### config.mk
export PLATFORM = sky130hd
export DESIGN_NAME = cmac_core_actv_stage
export DESIGN_NICKNAME = d
export VERILOG_FILES = /design/src/rtl/cmac_actv_pkg.sv /design/src/rtl/cmac_actv_wt_shadow.sv /design/src/rtl/cmac_core_actv_stage.sv
export SDC_FILE = /design/constraint.sdc
export NUM_CORES = 1
export LEC_CHECK = 0
export ABC_CLOCK_PERIOD_IN_PS = 9000
export CAP_MARGIN = 5
export CORE_MARGIN = 5
export CORE_UTILIZATION = 40
export DETAILED_ROUTE_END_ITERATION = 8
export PLACE_DENSITY = 0.63
export SKIP_LAST_GASP = 1
export SYNTH_ARGS = -nofsm -noshare
export SYNTH_HDL_FRONTEND = slang
export SYNTH_SLANG_ARGS = --single-unit
### constraint.sdc
create_clock -name nvdla_core_clk -period 9 [get_ports nvdla_core_clk]
set_clock_uncertainty 0.1 [all_clocks]
set_input_delay 1.35 -clock nvdla_core_clk [delete_from_list [all_inputs] [get_ports nvdla_core_clk]]
set_output_delay 1.35 -clock nvdla_core_clk [all_outputs]
set_load 0.02 [all_outputs]
### src/rtl/cmac_actv_pkg.sv
// Shared constants and helpers for the CMAC active-staging block.
// Optional perf counters in the top are enabled by defining CMAC_ACTV_PERF_EN.
package cmac_actv_pkg;

    localparam int DEF_BPE       = 8;
    localparam int DEF_ATOMC     = 8;
    localparam int DEF_NUM_CELLS = 4;
    localparam int DEF_SD_DEPTH  = 2;

    // Widest element the zeroing helper handles; BPE must not exceed this.
    localparam int MAX_BPE = 64;

    // Returns the element unchanged when its mask bit is set, otherwise zero.
    function automatic logic [MAX_BPE-1:0] elem_zero(input logic [MAX_BPE-1:0] data,
                                                     input logic               mask);
        return mask ? data : '0;
    endfunction

endpackage

### src/rtl/cmac_actv_wt_shadow.sv
// Per-cell weight shadow queue: SD_DEPTH-entry FIFO holding pre-masked
// kernels for future stripes. Storage is not reset; pointers and count are.
// Caller guarantees no push when full and no pop when empty.
module cmac_actv_wt_shadow
    import cmac_actv_pkg::*;
#(
    parameter int BPE      = DEF_BPE,
    parameter int ATOMC    = DEF_ATOMC,
    parameter int SD_DEPTH = DEF_SD_DEPTH,
    localparam int DW      = BPE * ATOMC,
    localparam int CW      = $clog2(SD_DEPTH + 1)
) (
    input  logic             clk,
    input  logic             rst,
    input  logic             push_i,
    input  logic [DW-1:0]    push_data_i,
    input  logic [ATOMC-1:0] push_nz_i,
    input  logic             pop_i,
    output logic [CW-1:0]    cnt_o,
    output logic [DW-1:0]    head_data_o,
    output logic [ATOMC-1:0] head_nz_o
);

    localparam int PW = (SD_DEPTH > 1) ? $clog2(SD_DEPTH) : 1;

    logic [DW-1:0]    mem_data_q [SD_DEPTH];
    logic [ATOMC-1:0] mem_nz_q   [SD_DEPTH];
    logic [PW-1:0]    wr_ptr_q, wr_ptr_d;
    logic [PW-1:0]    rd_ptr_q, rd_ptr_d;
    logic [CW-1:0]    cnt_q, cnt_d;

    function automatic logic [PW-1:0] ptr_inc(input logic [PW-1:0] p);
        return (p == PW'(SD_DEPTH - 1)) ? '0 : p + 1'b1;
    endfunction

    // Pointer advance and occupancy; simultaneous push and pop leave cnt unchanged.
    always_comb begin
        wr_ptr_d = wr_ptr_q;
        rd_ptr_d = rd_ptr_q;
        cnt_d    = cnt_q;
        if (push_i) wr_ptr_d = ptr_inc(wr_ptr_q);
        if (pop_i)  rd_ptr_d = ptr_inc(rd_ptr_q);
        if (push_i && !pop_i)      cnt_d = cnt_q + 1'b1;
        else if (!push_i && pop_i) cnt_d = cnt_q - 1'b1;
    end

    // Pointer and count registers.
    always_ff @(posedge clk) begin
        if (rst) begin
            wr_ptr_q <= '0;
            rd_ptr_q <= '0;
            cnt_q    <= '0;
        end else begin
            wr_ptr_q <= wr_ptr_d;
            rd_ptr_q <= rd_ptr_d;
            cnt_q    <= cnt_d;
        end
    end

    // Entry storage written at the tail.
    always_ff @(posedge clk) begin
        if (push_i) begin
            mem_data_q[wr_ptr_q] <= push_data_i;
            mem_nz_q[wr_ptr_q]   <= push_nz_i;
        end
    end

    assign cnt_o       = cnt_q;
    assign head_data_o = mem_data_q[rd_ptr_q];
    assign head_nz_o   = mem_nz_q[rd_ptr_q];

endmodule

### src/rtl/cmac_core_actv_stage.sv
// CMAC active-staging stage: two-cycle data pipeline with masked-element
// zeroing, per-cell weight shadow queues popped at stripe start, and
// per-cell weight underflow flags.
// Optional perf counters (stripes, weight stall cycles) under CMAC_ACTV_PERF_EN.
module cmac_core_actv_stage
    import cmac_actv_pkg::*;
#(
    parameter int BPE       = DEF_BPE,
    parameter int ATOMC     = DEF_ATOMC,
    parameter int NUM_CELLS = DEF_NUM_CELLS,
    parameter int SD_DEPTH  = DEF_SD_DEPTH,
    localparam int DW       = BPE * ATOMC,
    localparam int CW       = $clog2(SD_DEPTH + 1)
) (
    input  logic                      nvdla_core_clk,
    input  logic                      nvdla_core_rst,
    input  logic                      in_dat_pvld,
    input  logic [DW-1:0]             in_dat_data,
    input  logic [ATOMC-1:0]          in_dat_mask,
    input  logic                      in_dat_stripe_st,
    input  logic                      in_dat_stripe_end,
    input  logic                      in_wt_pvld,
    output logic                      in_wt_prdy,
    input  logic [NUM_CELLS-1:0]      in_wt_sel,
    input  logic [DW-1:0]             in_wt_data,
    input  logic [ATOMC-1:0]          in_wt_mask,
    output logic                      dat_actv_pvld,
    output logic [DW-1:0]             dat_actv_data,
    output logic [ATOMC-1:0]          dat_actv_nz,
    output logic                      dat_actv_stripe_st,
    output logic                      dat_actv_stripe_end,
    output logic [NUM_CELLS-1:0]      wt_actv_pvld,
    output logic [NUM_CELLS*DW-1:0]   wt_actv_data,
    output logic [NUM_CELLS*ATOMC-1:0] wt_actv_nz,
    output logic [NUM_CELLS*CW-1:0]   wt_sd_cnt,
    output logic [NUM_CELLS-1:0]      wt_underflow
`ifdef CMAC_ACTV_PERF_EN
   ,output logic [31:0]               perf_stripe_cnt,
    output logic [31:0]               perf_wt_stall_cnt
`endif
);

    function automatic logic [DW-1:0] mask_atom(input logic [DW-1:0]    data,
                                                input logic [ATOMC-1:0] mask);
        logic [DW-1:0] res;
        res = '0;
        for (int k = 0; k < ATOMC; k++) begin
            res[k*BPE +: BPE] = BPE'(elem_zero(MAX_BPE'(data[k*BPE +: BPE]), mask[k]));
        end
        return res;
    endfunction

    logic                 pre_pvld_q, pre_st_q, pre_end_q;
    logic [DW-1:0]        pre_data_q;
    logic [ATOMC-1:0]     pre_nz_q;
    logic                 dat_pvld_q, dat_st_q, dat_end_q;
    logic [DW-1:0]        dat_data_q;
    logic [ATOMC-1:0]     dat_nz_q;

    logic                 rdy_en_q;
    logic                 wt_acc;
    logic [DW-1:0]        wt_push_data;
    logic [NUM_CELLS-1:0] push_c, pop_c;

    logic [NUM_CELLS-1:0][CW-1:0]    sd_cnt;
    logic [NUM_CELLS-1:0][DW-1:0]    head_data;
    logic [NUM_CELLS-1:0][ATOMC-1:0] head_nz;

    logic [NUM_CELLS-1:0]            wt_pvld_q, wt_pvld_d;
    logic [NUM_CELLS-1:0][DW-1:0]    wt_data_q, wt_data_d;
    logic [NUM_CELLS-1:0][ATOMC-1:0] wt_nz_q, wt_nz_d;
    logic [NUM_CELLS-1:0]            uflow_q, uflow_d;

    // Two-stage data pipeline; data/nz only captured on valid beats.
    always_ff @(posedge nvdla_core_clk) begin
        if (nvdla_core_rst) begin
            pre_pvld_q <= 1'b0;
            pre_st_q   <= 1'b0;
            pre_end_q  <= 1'b0;
            pre_data_q <= '0;
            pre_nz_q   <= '0;
            dat_pvld_q <= 1'b0;
            dat_st_q   <= 1'b0;
            dat_end_q  <= 1'b0;
            dat_data_q <= '0;
            dat_nz_q   <= '0;
        end else begin
            pre_pvld_q <= in_dat_pvld;
            pre_st_q   <= in_dat_stripe_st & in_dat_pvld;
            pre_end_q  <= in_dat_stripe_end & in_dat_pvld;
            if (in_dat_pvld) begin
                pre_data_q <= mask_atom(in_dat_data, in_dat_mask);
                pre_nz_q   <= in_dat_mask;
            end
            dat_pvld_q <= pre_pvld_q;
            dat_st_q   <= pre_st_q;
            dat_end_q  <= pre_end_q;
            dat_data_q <= pre_data_q;
            dat_nz_q   <= pre_nz_q;
        end
    end

    // Holds prdy low through reset and for the first cycle after it.
    always_ff @(posedge nvdla_core_clk) begin
        if (nvdla_core_rst) rdy_en_q <= 1'b0;
        else                rdy_en_q <= 1'b1;
    end

    // Ready only if every selected cell has room (no same-cycle pop credit).
    always_comb begin
        in_wt_prdy = rdy_en_q;
        for (int c = 0; c < NUM_CELLS; c++) begin
            if (in_wt_sel[c] && (sd_cnt[c] >= CW'(SD_DEPTH))) in_wt_prdy = 1'b0;
        end
    end

    assign wt_acc       = in_wt_pvld & in_wt_prdy;
    assign wt_push_data = mask_atom(in_wt_data, in_wt_mask);

    // Per-cell push/pop strobes; pops only from non-empty queues at stripe start.
    always_comb begin
        push_c = '0;
        pop_c  = '0;
        for (int c = 0; c < NUM_CELLS; c++) begin
            push_c[c] = wt_acc & in_wt_sel[c];
            pop_c[c]  = pre_st_q & (sd_cnt[c] != '0);
        end
    end

    for (genvar g = 0; g < NUM_CELLS; g++) begin : g_cell
        cmac_actv_wt_shadow #(
            .BPE      (BPE),
            .ATOMC    (ATOMC),
            .SD_DEPTH (SD_DEPTH)
        ) u_shadow (
            .clk         (nvdla_core_clk),
            .rst         (nvdla_core_rst),
            .push_i      (push_c[g]),
            .push_data_i (wt_push_data),
            .push_nz_i   (in_wt_mask),
            .pop_i       (pop_c[g]),
            .cnt_o       (sd_cnt[g]),
            .head_data_o (head_data[g]),
            .head_nz_o   (head_nz[g])
        );
    end

    // Active weights: stripe start reloads (wins over a coincident end), end drops valid.
    always_comb begin
        wt_pvld_d = wt_pvld_q;
        wt_data_d = wt_data_q;
        wt_nz_d   = wt_nz_q;
        uflow_d   = '0;
        if (pre_st_q) begin
            for (int c = 0; c < NUM_CELLS; c++) begin
                if (sd_cnt[c] != '0) begin
                    wt_pvld_d[c] = 1'b1;
                    wt_data_d[c] = head_data[c];
                    wt_nz_d[c]   = head_nz[c];
                end else begin
                    wt_pvld_d[c] = 1'b0;
                    wt_data_d[c] = '0;
                    wt_nz_d[c]   = '0;
                    uflow_d[c]   = 1'b1;
                end
            end
        end else if (dat_end_q) begin
            wt_pvld_d = '0;
        end
    end

    // Active weight registers.
    always_ff @(posedge nvdla_core_clk) begin
        if (nvdla_core_rst) begin
            wt_pvld_q <= '0;
            wt_data_q <= '0;
            wt_nz_q   <= '0;
            uflow_q   <= '0;
        end else begin
            wt_pvld_q <= wt_pvld_d;
            wt_data_q <= wt_data_d;
            wt_nz_q   <= wt_nz_d;
            uflow_q   <= uflow_d;
        end
    end

`ifdef CMAC_ACTV_PERF_EN
    logic [31:0] perf_stripe_q, perf_stall_q;

    // Saturating stripe and weight-stall counters.
    always_ff @(posedge nvdla_core_clk) begin
        if (nvdla_core_rst) begin
            perf_stripe_q <= '0;
            perf_stall_q  <= '0;
        end else begin
            if (pre_st_q && (perf_stripe_q != '1))
                perf_stripe_q <= perf_stripe_q + 32'd1;
            if (in_wt_pvld && !in_wt_prdy && (perf_stall_q != '1))
                perf_stall_q <= perf_stall_q + 32'd1;
        end
    end

    assign perf_stripe_cnt   = perf_stripe_q;
    assign perf_wt_stall_cnt = perf_stall_q;
`endif

    assign dat_actv_pvld       = dat_pvld_q;
    assign dat_actv_data       = dat_data_q;
    assign dat_actv_nz         = dat_nz_q;
    assign dat_actv_stripe_st  = dat_st_q;
    assign dat_actv_stripe_end = dat_end_q;
    assign wt_actv_pvld        = wt_pvld_q;
    assign wt_actv_data        = wt_data_q;
    assign wt_actv_nz          = wt_nz_q;
    assign wt_sd_cnt           = sd_cnt;
    assign wt_underflow        = uflow_q;

endmodule

==> results of run 1 <==
## how the worst max path moves through the flow
stage,cells past startpoint,start,endpoint
after floorplan,2,in_wt_sel[1],g_cell[0].u_shadow.mem_data_q[0][0]
after global placement,5,in_wt_sel[1],g_cell[2].u_shadow.mem_data_q[0][7]
after detailed placement,5,in_wt_sel[1],g_cell[2].u_shadow.mem_data_q[0][1]
after CTS,4,in_wt_sel[1],in_wt_prdy
after global routing,4,in_wt_sel[1],in_wt_prdy
final,4,in_wt_sel[1],in_wt_prdy
## cells in the final DEF (no fill, tap or decap), types with 5 or more instances in the layout
master / count
nor2b_1: 366
diode_2: 6
nor3_1: 5
buf_4: 20
dfxtp_4: 5
edfxtp_1: 576
clkbuf_16: 109
clkbuf_8: 12
a22oi_1: 64
xor2_1: 8
and2_1: 73
inv_1: 6
clkinv_2: 20
a21oi_1: 304
nor2_1: 382
bufinv_16: 10
dfxtp_1: 462
clkinvlp_4: 6
clkdlybuf4s50_1: 532
mux2_2: 289
clkbuf_1: 29
clkinv_1: 5
## metal layers
metal / up-vias / wire (um)
met3: 120 / 7935
met2: 675 / 48520
met4: 2 / 2112
met5: - / 7
met1: 11230 / 43190
li1: 10620 / -
## through the flow
stage	instance area [um2]	utilization [%]	setup slack (ns)
CTS	47440	51.06	4.256
global route	47440	51.07	4.224
floorplan	37320	-	2.709
global placement	43810	47.15	3.980
detailed placement	43810	47.15	3.954
finish	47460	51.08	4.308
## cells by family after synthesis
family                   count (synthesis)  share of synthesized area [%]
multiplexers                           292                          8.842
AO/OA/AOI/OAI                          378                          5.573
adder cells (fa/ha/maj)                  4                         0.1341
flip-flops                            1043                          71.40
AND/OR/NAND/NOR                        849                          11.76
buffers and inverters                  171                          2.005
XOR/XNOR                                12                         0.2816
## layout make-up
class | count | area share [%]
Multi-Input combinational cell | 1535 | 21.07
Clock buffer | 151 | 6.341
Clock inverter | 51 | 1.310
Antenna cell | 6 | 0.03164
Tap cell | 1254 | 3.306
Timing Repair Buffer | 556 | 11.70
Sequential cell | 1043 | 56.19
Inverter | 7 | 0.05537
## power by group through the flow
| stage | registers [mW] | logic, mW | clock network, mW |
|---|---|---|---|
| 6_report | 5.20 | 0.565 | 4.49 |
| 5_1_grt | 5.21 | 0.609 | 4.78 |
| 4_1_cts | 5.20 | 0.576 | 4.59 |
| 3_5_place_dp | 5.30 | 0.572 | 0 |
| 3_3_place_gp | 5.30 | 0.568 | 0 |
| 2_1_floorplan | 5.32 | 0.273 | 0 |
## registers in the layout, indices dropped and copies added, names as in the netlist, 8 cells and up, named ones only
| name | cells |
|---|---|
| g_cell.u_shadow.mem_data_q | 512 |
| wt_actv_data | 256 |
| dat_actv_data | 64 |
| g_cell.u_shadow.mem_nz_q | 64 |
| pre_data_q | 64 |
| wt_actv_nz | 32 |
| dat_actv_nz | 8 |
| g_cell.u_shadow.cnt_o | 8 |
| pre_nz_q | 8 |
## worst max-delay path: stages
cell and delay [ns]:
clkdlybuf4s50_1 0.49, a21bo_2 0.34, nor3_1 0.37, clkdlybuf4s50_1 0.69
==> reports/summary.txt, run 1 <==
run status = complete, no violations
setup TNS = 0 ns
DRC viols = 0
final setup fails = 0
Detail Placement HPWL = 64420 um
max-slew violation count = 0
GP Congestion = 0.7769
Pint = 8.015 mW
register bit total from synthesis = 1043
# Post-CTS Setup Buffers = 0
initial DRC count = 1474
GR Util All Layers = 19.82%
CTS tree = done
Detailed Routing Iterations Pass 1 = 5
multi-input logic area = 10000 um2
die extent in y = 315.4 um
PwrDens = 215.9 nW/um2
core footprint = 92910 um2
fmax = 213.1 MHz
Non-Filler Instances = 4603
CP required = 7.55 ns
Wirelength per Cell = 22.11 um
setup repair after global routing missed its margin = no
ranking of synthesized cells by area = edfxtp_1, dfxtp_1, mux2_2, nor2b_1, a21oi_1
Critical R2R Launch = g_cell[2].u_shadow.cnt_o[1]
Clock Path Buffers = 3
clk_lat worst skew = 0.68 ns
register area = 26660 um2
die area = 99500 um2
clock share of power = 43.8%
first-pass GRT wire length = 148200 um
final hold slack = 0.3394 ns
Unique masters post-synth = 30
Port Buffers = 533
total of max-cap violations = 0
post-route minimum period = 4.692 ns
FF-to-FF path depth = 4
combinational share of power = 5.5%
synth warn = 0
most frequent cell after synthesis = edfxtp_1
startpoint types = input pin
Hold WC Path Type = flip-flop to flip-flop
Final period util = 52.14%
share of post-route cells with drive strength above 1 = 15.20%
fillers = 8055
met1 Track Usage GR = 25.81%
Inserted Clock Buffers = 107
M3 GR Usage = 5.742%
Post-CTS Resized = 0
r2r setup slk = 5.56 ns
Area Overhead vs Synth = 27.17%
synthesized cell area = 37320 um2
initial core utilization = 40.17%
Net Switching = 2.232 mW
H-tree depth = 3
Reg clk slew, reported paths = 0.06 ns
Leak = 16.67 nW
Via density = 4.919
part of the power in registers = 50.7%
switch share = 21.78%
Final Hold Fails = 0
Core Rows = 112
critical path type = input pin to primary output
Hold Buf Count CTS = 0
worst slew pin tran = 1.206 ns
hold endpoint = dat_actv_pvld
top cell type's share of synthesized area = 46.35%
I/O pin cnt = 534
busiest grt layer = met2
Main synth FF type = edfxtp_1
sequential fraction of the synthesis area = 71.40%
vias = 22640
Post-Route WL = 101800 um
Worst Path Max Fanout = 6
relative slew slack = 19.61%
# nets final = 3408
Critical R2R Capture = g_cell[1].u_shadow.mem_data_q[0][1]
syn_nets = 2907
HP Start = pre_pvld_q
Detail Route Antenna Nets = 0
Mapped Cells = 2749
post-synth top area cell = edfxtp_1
Worst VDD drop = 0.0002003 V
CTS Root Cell = clkbuf_16
Async S/R FF share, synth = 0%
Pwr Total = 10.25 mW
EDFF count, synth = 576
grt met2 use = 32.93%
largest net degree at the start of global routing = 204
worst hold stages = 1
vias in the first global route = 22460
syn avg cell area = 13.57 um2
Sink Count = 1043
DIE WIDTH = 315.4 um
initial antenna violation count = 5
Synth top cells by count = edfxtp_1, dfxtp_1, nor2_1, nor2b_1, a21oi_1
crit end category = primary output
Placed Cells = 4395
Critical Path AT = 3.24 ns
gr ovfl total = 0
(Power assumes the default switching activity.)
==> inputs of run 2 (changes only) <==
- ABC_CLOCK_PERIOD_IN_PS: 9000 -> 4400
- PLACE_DENSITY: 0.63 -> 0.61
- clock period: 9 -> 4.4 ns (I/O delays scaled with it)
==> run 2 against run 1 <==
Net effect:
- sequential power is 110% higher
- non-clock buffer count is 9 higher
- global-route usage is 0.87 points higher
- largest cell class unchanged
- combinational power is 110% higher
- setup slack worse by 3.0 ns
- register-to-register slack worse by 3.9 ns
- die area stayed put
- first-iteration DRC count is 15% higher
- sequential share of layout area is 0.086 points higher
- critical endpoint unchanged
- utilization is 0.078 points lower
==> reports/summary.txt, run 2 (synthesized netlist as in run 1, its figures left out) <==
DRC viols = 0
met1 Track Usage GR = 27.97%
Port Buffers = 533
Via density = 4.960
HP Start = pre_pvld_q
worst hold stages = 1
clk_lat worst skew = 0.67 ns
# nets final = 3415
critical path type = input pin to primary output
Pwr Total = 20.50 mW
Critical R2R Capture = g_cell[2].u_shadow.rd_ptr_q
Reg clk slew, reported paths = 0.06 ns
Leak = 16.63 nW
max FFs per register = 512
worst slew pin tran = 1.233 ns
Wirelength per Cell = 23.04 um
# Post-CTS Setup Buffers = 0
crit end category = primary output
GP Congestion = 0.8603
Biggest register = g_cell.u_shadow.mem_data_q
relative slew slack = 17.81%
Area Overhead vs Synth = 26.98%
initial DRC count = 1696
die extent in y = 315.4 um
Detailed Routing Iterations Pass 1 = 5
M3 GR Usage = 5.060%
vias = 22850
I/O pin cnt = 534
CTS tree = done
startpoint types = input pin
max-slew violation count = 0
grt met2 use = 33.15%
initial antenna violation count = 9
Final Hold Fails = 0
Critical Path AT = 2.35 ns
core footprint = 92910 um2
setup repair after global routing missed its margin = no
final setup fails = 0
gr ovfl total = 0
CTS Root Cell = clkbuf_16
Sink Count = 1043
largest net degree at the start of global routing = 163
Worst VDD drop = 0.0003290 V
Hold WC Path Type = flip-flop to flip-flop
Clock Path Buffers = 3
Final period util = 70.70%
Detail Placement HPWL = 69100 um
Inserted Clock Buffers = 105
Critical R2R Launch = pre_st_q
r2r setup slk = 1.68 ns
initial core utilization = 40.17%
Hold Buf Count CTS = 0
first-pass GRT wire length = 154900 um
DIE WIDTH = 315.4 um
vias in the first global route = 23580
GR Util All Layers = 20.69%
fillers = 7867
die area = 99500 um2
commonest cells after routing, fill and taps aside = edfxtp_1, clkdlybuf4s50_1, dfxtp_1
total of max-cap violations = 0
setup TNS = 0 ns
H-tree depth = 3
busiest grt layer = met2
hold endpoint = dat_actv_pvld
post-route minimum period = 3.111 ns
Detail Route Antenna Nets = 0
Post-CTS Resized = 0
Post-Route WL = 106200 um
run status = complete, no violations
Worst Path Max Fanout = 6
fmax = 321.5 MHz
most common cell after layout, fill and taps aside = edfxtp_1
share of post-route cells with drive strength above 1 = 15.02%
PwrDens = 432.7 nW/um2
CP required = 3.64 ns
FF-to-FF path depth = 4
Core Rows = 112
run 2: cell types whose count changed in the layout (fill, tap and decap cells not counted), sizes merged:
cell | previous run | this run
clkinvlp | 6 | 2
bufinv | 10 | 5
inv | 11 | 14
clkbuf | 151 | 154
buf | 24 | 33
diode | 6 | 4
run 2: worst max-delay path by stage:
stage,startpoint,end
floorplan,in_wt_sel[1],g_cell[0].u_shadow.mem_data_q[0][0]
finish,in_wt_sel[2],in_wt_prdy
global placement,in_wt_sel[2],g_cell[3].u_shadow.mem_data_q[0][36]
global route,in_wt_sel[2],in_wt_prdy
CTS,in_wt_sel[2],in_wt_prdy
detailed placement,in_wt_sel[2],g_cell[3].u_shadow.mem_data_q[0][41]
run 2: cell type report:
class / instances / area, um2 / area share, %
clock buffers: 154 / 2987 / 6.303
flip-flops and latches: 1043 / 26660 / 56.27
repair buffers: 565 / 5743 / 12.12
clock inverters: 45 / 384.1 / 0.8106
well taps: 1254 / 1569 / 3.311
diodes: 4 / 10.01 / 0.02112
inverters: 7 / 26.28 / 0.05545
multi-input cells: 1535 / 10000 / 21.11
run 2: metrics by stage:
| stage | std cells | area (um2) | setup WS, ns | hold slack [ns] | util [%] |
|---|---|---|---|---|---|
| floorplan | 2749 | 37340 | 0.5027 | 0.3138 | - |
| global route | 4604 | 47380 | 1.232 | 0.3641 | 50.99 |
| global placement | 4404 | 44000 | 0.9641 | 0.3327 | 47.36 |
| detailed placement | 4404 | 44000 | 0.8843 | 0.3301 | 47.36 |
| CTS | 4603 | 47370 | 1.268 | 0.3506 | 50.99 |
| finish | 4607 | 47380 | 1.289 | 0.3495 | 51.00 |
run 2: report_power, final:
| group | leakage [nW] | switching [mW] | internal (mW) | total (mW) |
|---|---|---|---|---|
| logic | 5.89 | 0.664 | 0.497 | 1.16 |
| clock network | 1.66 | 3.68 | 5.00 | 8.69 |
| registers | 9.08 | 0.139 | 10.5 | 10.7 |
run 2: per-layer routing:
metal	up-vias	part of all wire, %
met2	699	47
li1	10620	-
met5	-	0.030
met4	4	3.3
met3	181	6.8
met1	11340	43
run 2: worst max-delay path: stages:
cell and delay, ns:
clkdlybuf4s50_1 0.48, a22o_4 0.35, nor3_1 0.22, clkdlybuf4s50_1 0.64
==> inputs of run 3 (changes only) <==
- ABC_CLOCK_PERIOD_IN_PS: 4400 -> 3000
- clock period: 4.4 -> 3 ns (I/O delays scaled with it)
==> run 3 against run 2 <==
Net effect:
- setup slack got worse by 1.0 ns
- critical path depth is 1 lower
- wire length shrank 1.9%
- critical endpoint unchanged
- hold slack got worse by 0.23 ns
- sequential cell count stayed put
- via count fell by 0.33%
- combinational power is 54% higher
==> reports/summary.txt, run 3 (synthesized netlist as in run 1, its figures left out) <==
run status = complete, no violations
fmax = 363.6 MHz
Inserted Clock Buffers = 106
CTS Root Cell = clkbuf_16
critical path type = flip-flop to primary output
final setup fails = 0
Critical Path AT = 2.20 ns
Hold WC Path Type = input pin to flip-flop
switch share = 21.82%
Pint = 23.69 mW
initial DRC count = 1691
combinational share of power = 5.9%
Placed Cells = 4430
core footprint = 92910 um2
Biggest register = g_cell.u_shadow.mem_data_q
Pwr Total = 30.31 mW
Wirelength per Cell = 22.49 um
die area = 99500 um2
max-slew violation count = 0
Detail Route Antenna Nets = 0
Detail Placement HPWL = 68370 um
Post-CTS Resized = 0
Net Switching = 6.612 mW
Final period util = 91.69%
most common cell after layout, fill and taps aside = edfxtp_1
setup repair after global routing missed its margin = no
vias in the first global route = 23200
GP Congestion = 0.8339
share of post-route cells with drive strength above 1 = 16.06%
startpoint types = flip-flop
worst slew pin tran = 0.9047 ns
part of the power in registers = 51.4%
Final Hold Fails = 0
Leak = 16.87 nW
DRC viols = 0
gr ovfl total = 0
crit end category = primary output
relative slew slack = 39.68%
I/O pin cnt = 534
Hold Buf Count CTS = 0
commonest cells after routing, fill and taps aside = edfxtp_1, clkdlybuf4s50_1, dfxtp_1
Clock Path Buffers = 3
die extent in y = 315.4 um
post-route minimum period = 2.751 ns
initial core utilization = 40.17%
max incr delay on CP = 0.66 ns
largest net degree at the start of global routing = 149
GR Util All Layers = 20.27%
Via density = 4.918
H-tree depth = 3
clock share of power = 42.7%
# Post-CTS Setup Buffers = 0
crit path cell chain = a22o_4 -> nor3_1 -> clkdlybuf4s50_1
Worst Path Max Fanout = 6
Post-Route WL = 104100 um
# nets final = 3442
fillers = 7803
DIE WIDTH = 315.4 um
clk_lat worst skew = 0.65 ns
Detailed Routing Iterations Pass 1 = 5
Sink Count = 1043
CTS tree = done
Worst VDD drop = 0.0004777 V
initial antenna violation count = 5
total of max-cap violations = 0
CP required = 2.45 ns
Core Rows = 112
first-pass GRT wire length = 152000 um
max FFs per register = 512
vias = 22780
Port Buffers = 533
Area Overhead vs Synth = 28.29%
CP max-delay cell = clkdlybuf4s50_1
PwrDens = 633.0 nW/um2
Reg clk slew, reported paths = 0.07 ns
Non-Filler Instances = 4631
run 3: cell count changes in the layout (fill, tap and decap cells not counted), sizes merged:
| cell | change |
|---|---|
| diode | -2 |
| inv | -2 |
| clkbuf | -21 |
| clkinvlp | +2 |
| buf | +26 |
| clkinv | +17 |
| bufinv | +4 |
run 3: through the flow:
stage	setup TNS, ns	hold slack, ns	util, %	setup WS (ns)	area (um2)
2_1_floorplan	-48.77	0.3138	-	-0.6774	37360
3_3_place_gp	0	0.3276	47.82	0.1059	44430
3_5_place_dp	0	0.3459	47.82	0.05275	44430
4_1_cts	0	0.1005	51.52	0.1958	47870
5_1_grt	0	0.1144	51.52	0.1061	47870
6_report	0	0.1237	51.53	0.2494	47870
run 3: metal layers:
metal	wire length [um]	global-route usage (%)	up-vias
met5	27	0	-
met4	2222	4.419	4
met3	8016	5.912	134
met2	50630	34.09	638
met1	43250	26.27	11290
li1	-	-	10710
run 3: final cells by class:
type                       instances  area [um2]  share of cell area (%)
sequential                      1043       26670                   55.70
multi-input combinational       1535       10000                   20.89
timing repair buffer             591        6163                   12.87
clock buffer                     133        2838                   5.928
tap                             1254        1569                   3.277
clock inverter                    66       605.6                   1.265
inverter                           7       26.28                 0.05488
antenna                            2       5.005                 0.01045
run 3: worst max-delay path, delay by kind of cell (launching register included):
kind / cells / cell delay, ns
buf+inv: 1 / 0.66
simple gates: 1 / 0.20
flops: 1 / 0.39
compound gates: 1 / 0.31
run 3: path summary, 6_finish.rpt:
kind	startpoint	cells after the start	to	slack [ns]
setup / recovery	g_cell[3].u_shadow.cnt_o[1]	3	in_wt_prdy	0.25
hold / removal	nvdla_core_rst	2	pre_data_q[6]	0.12
setup reg to reg	g_cell[3].u_shadow.cnt_o[1]	4	g_cell[1].u_shadow.mem_data_q[0][13]	0.58
hold reg to reg	pre_pvld_q	1	dat_actv_pvld	0.36
run 3: power groups by stage:
stage	logic (mW)	clock network [mW]	registers (mW)
finish	1.79	12.9	15.6
global route	1.92	13.8	15.6
CTS	1.82	13.2	15.6
detailed placement	1.81	0	15.9
global placement	1.78	0	15.9
floorplan	0.823	0	15.9
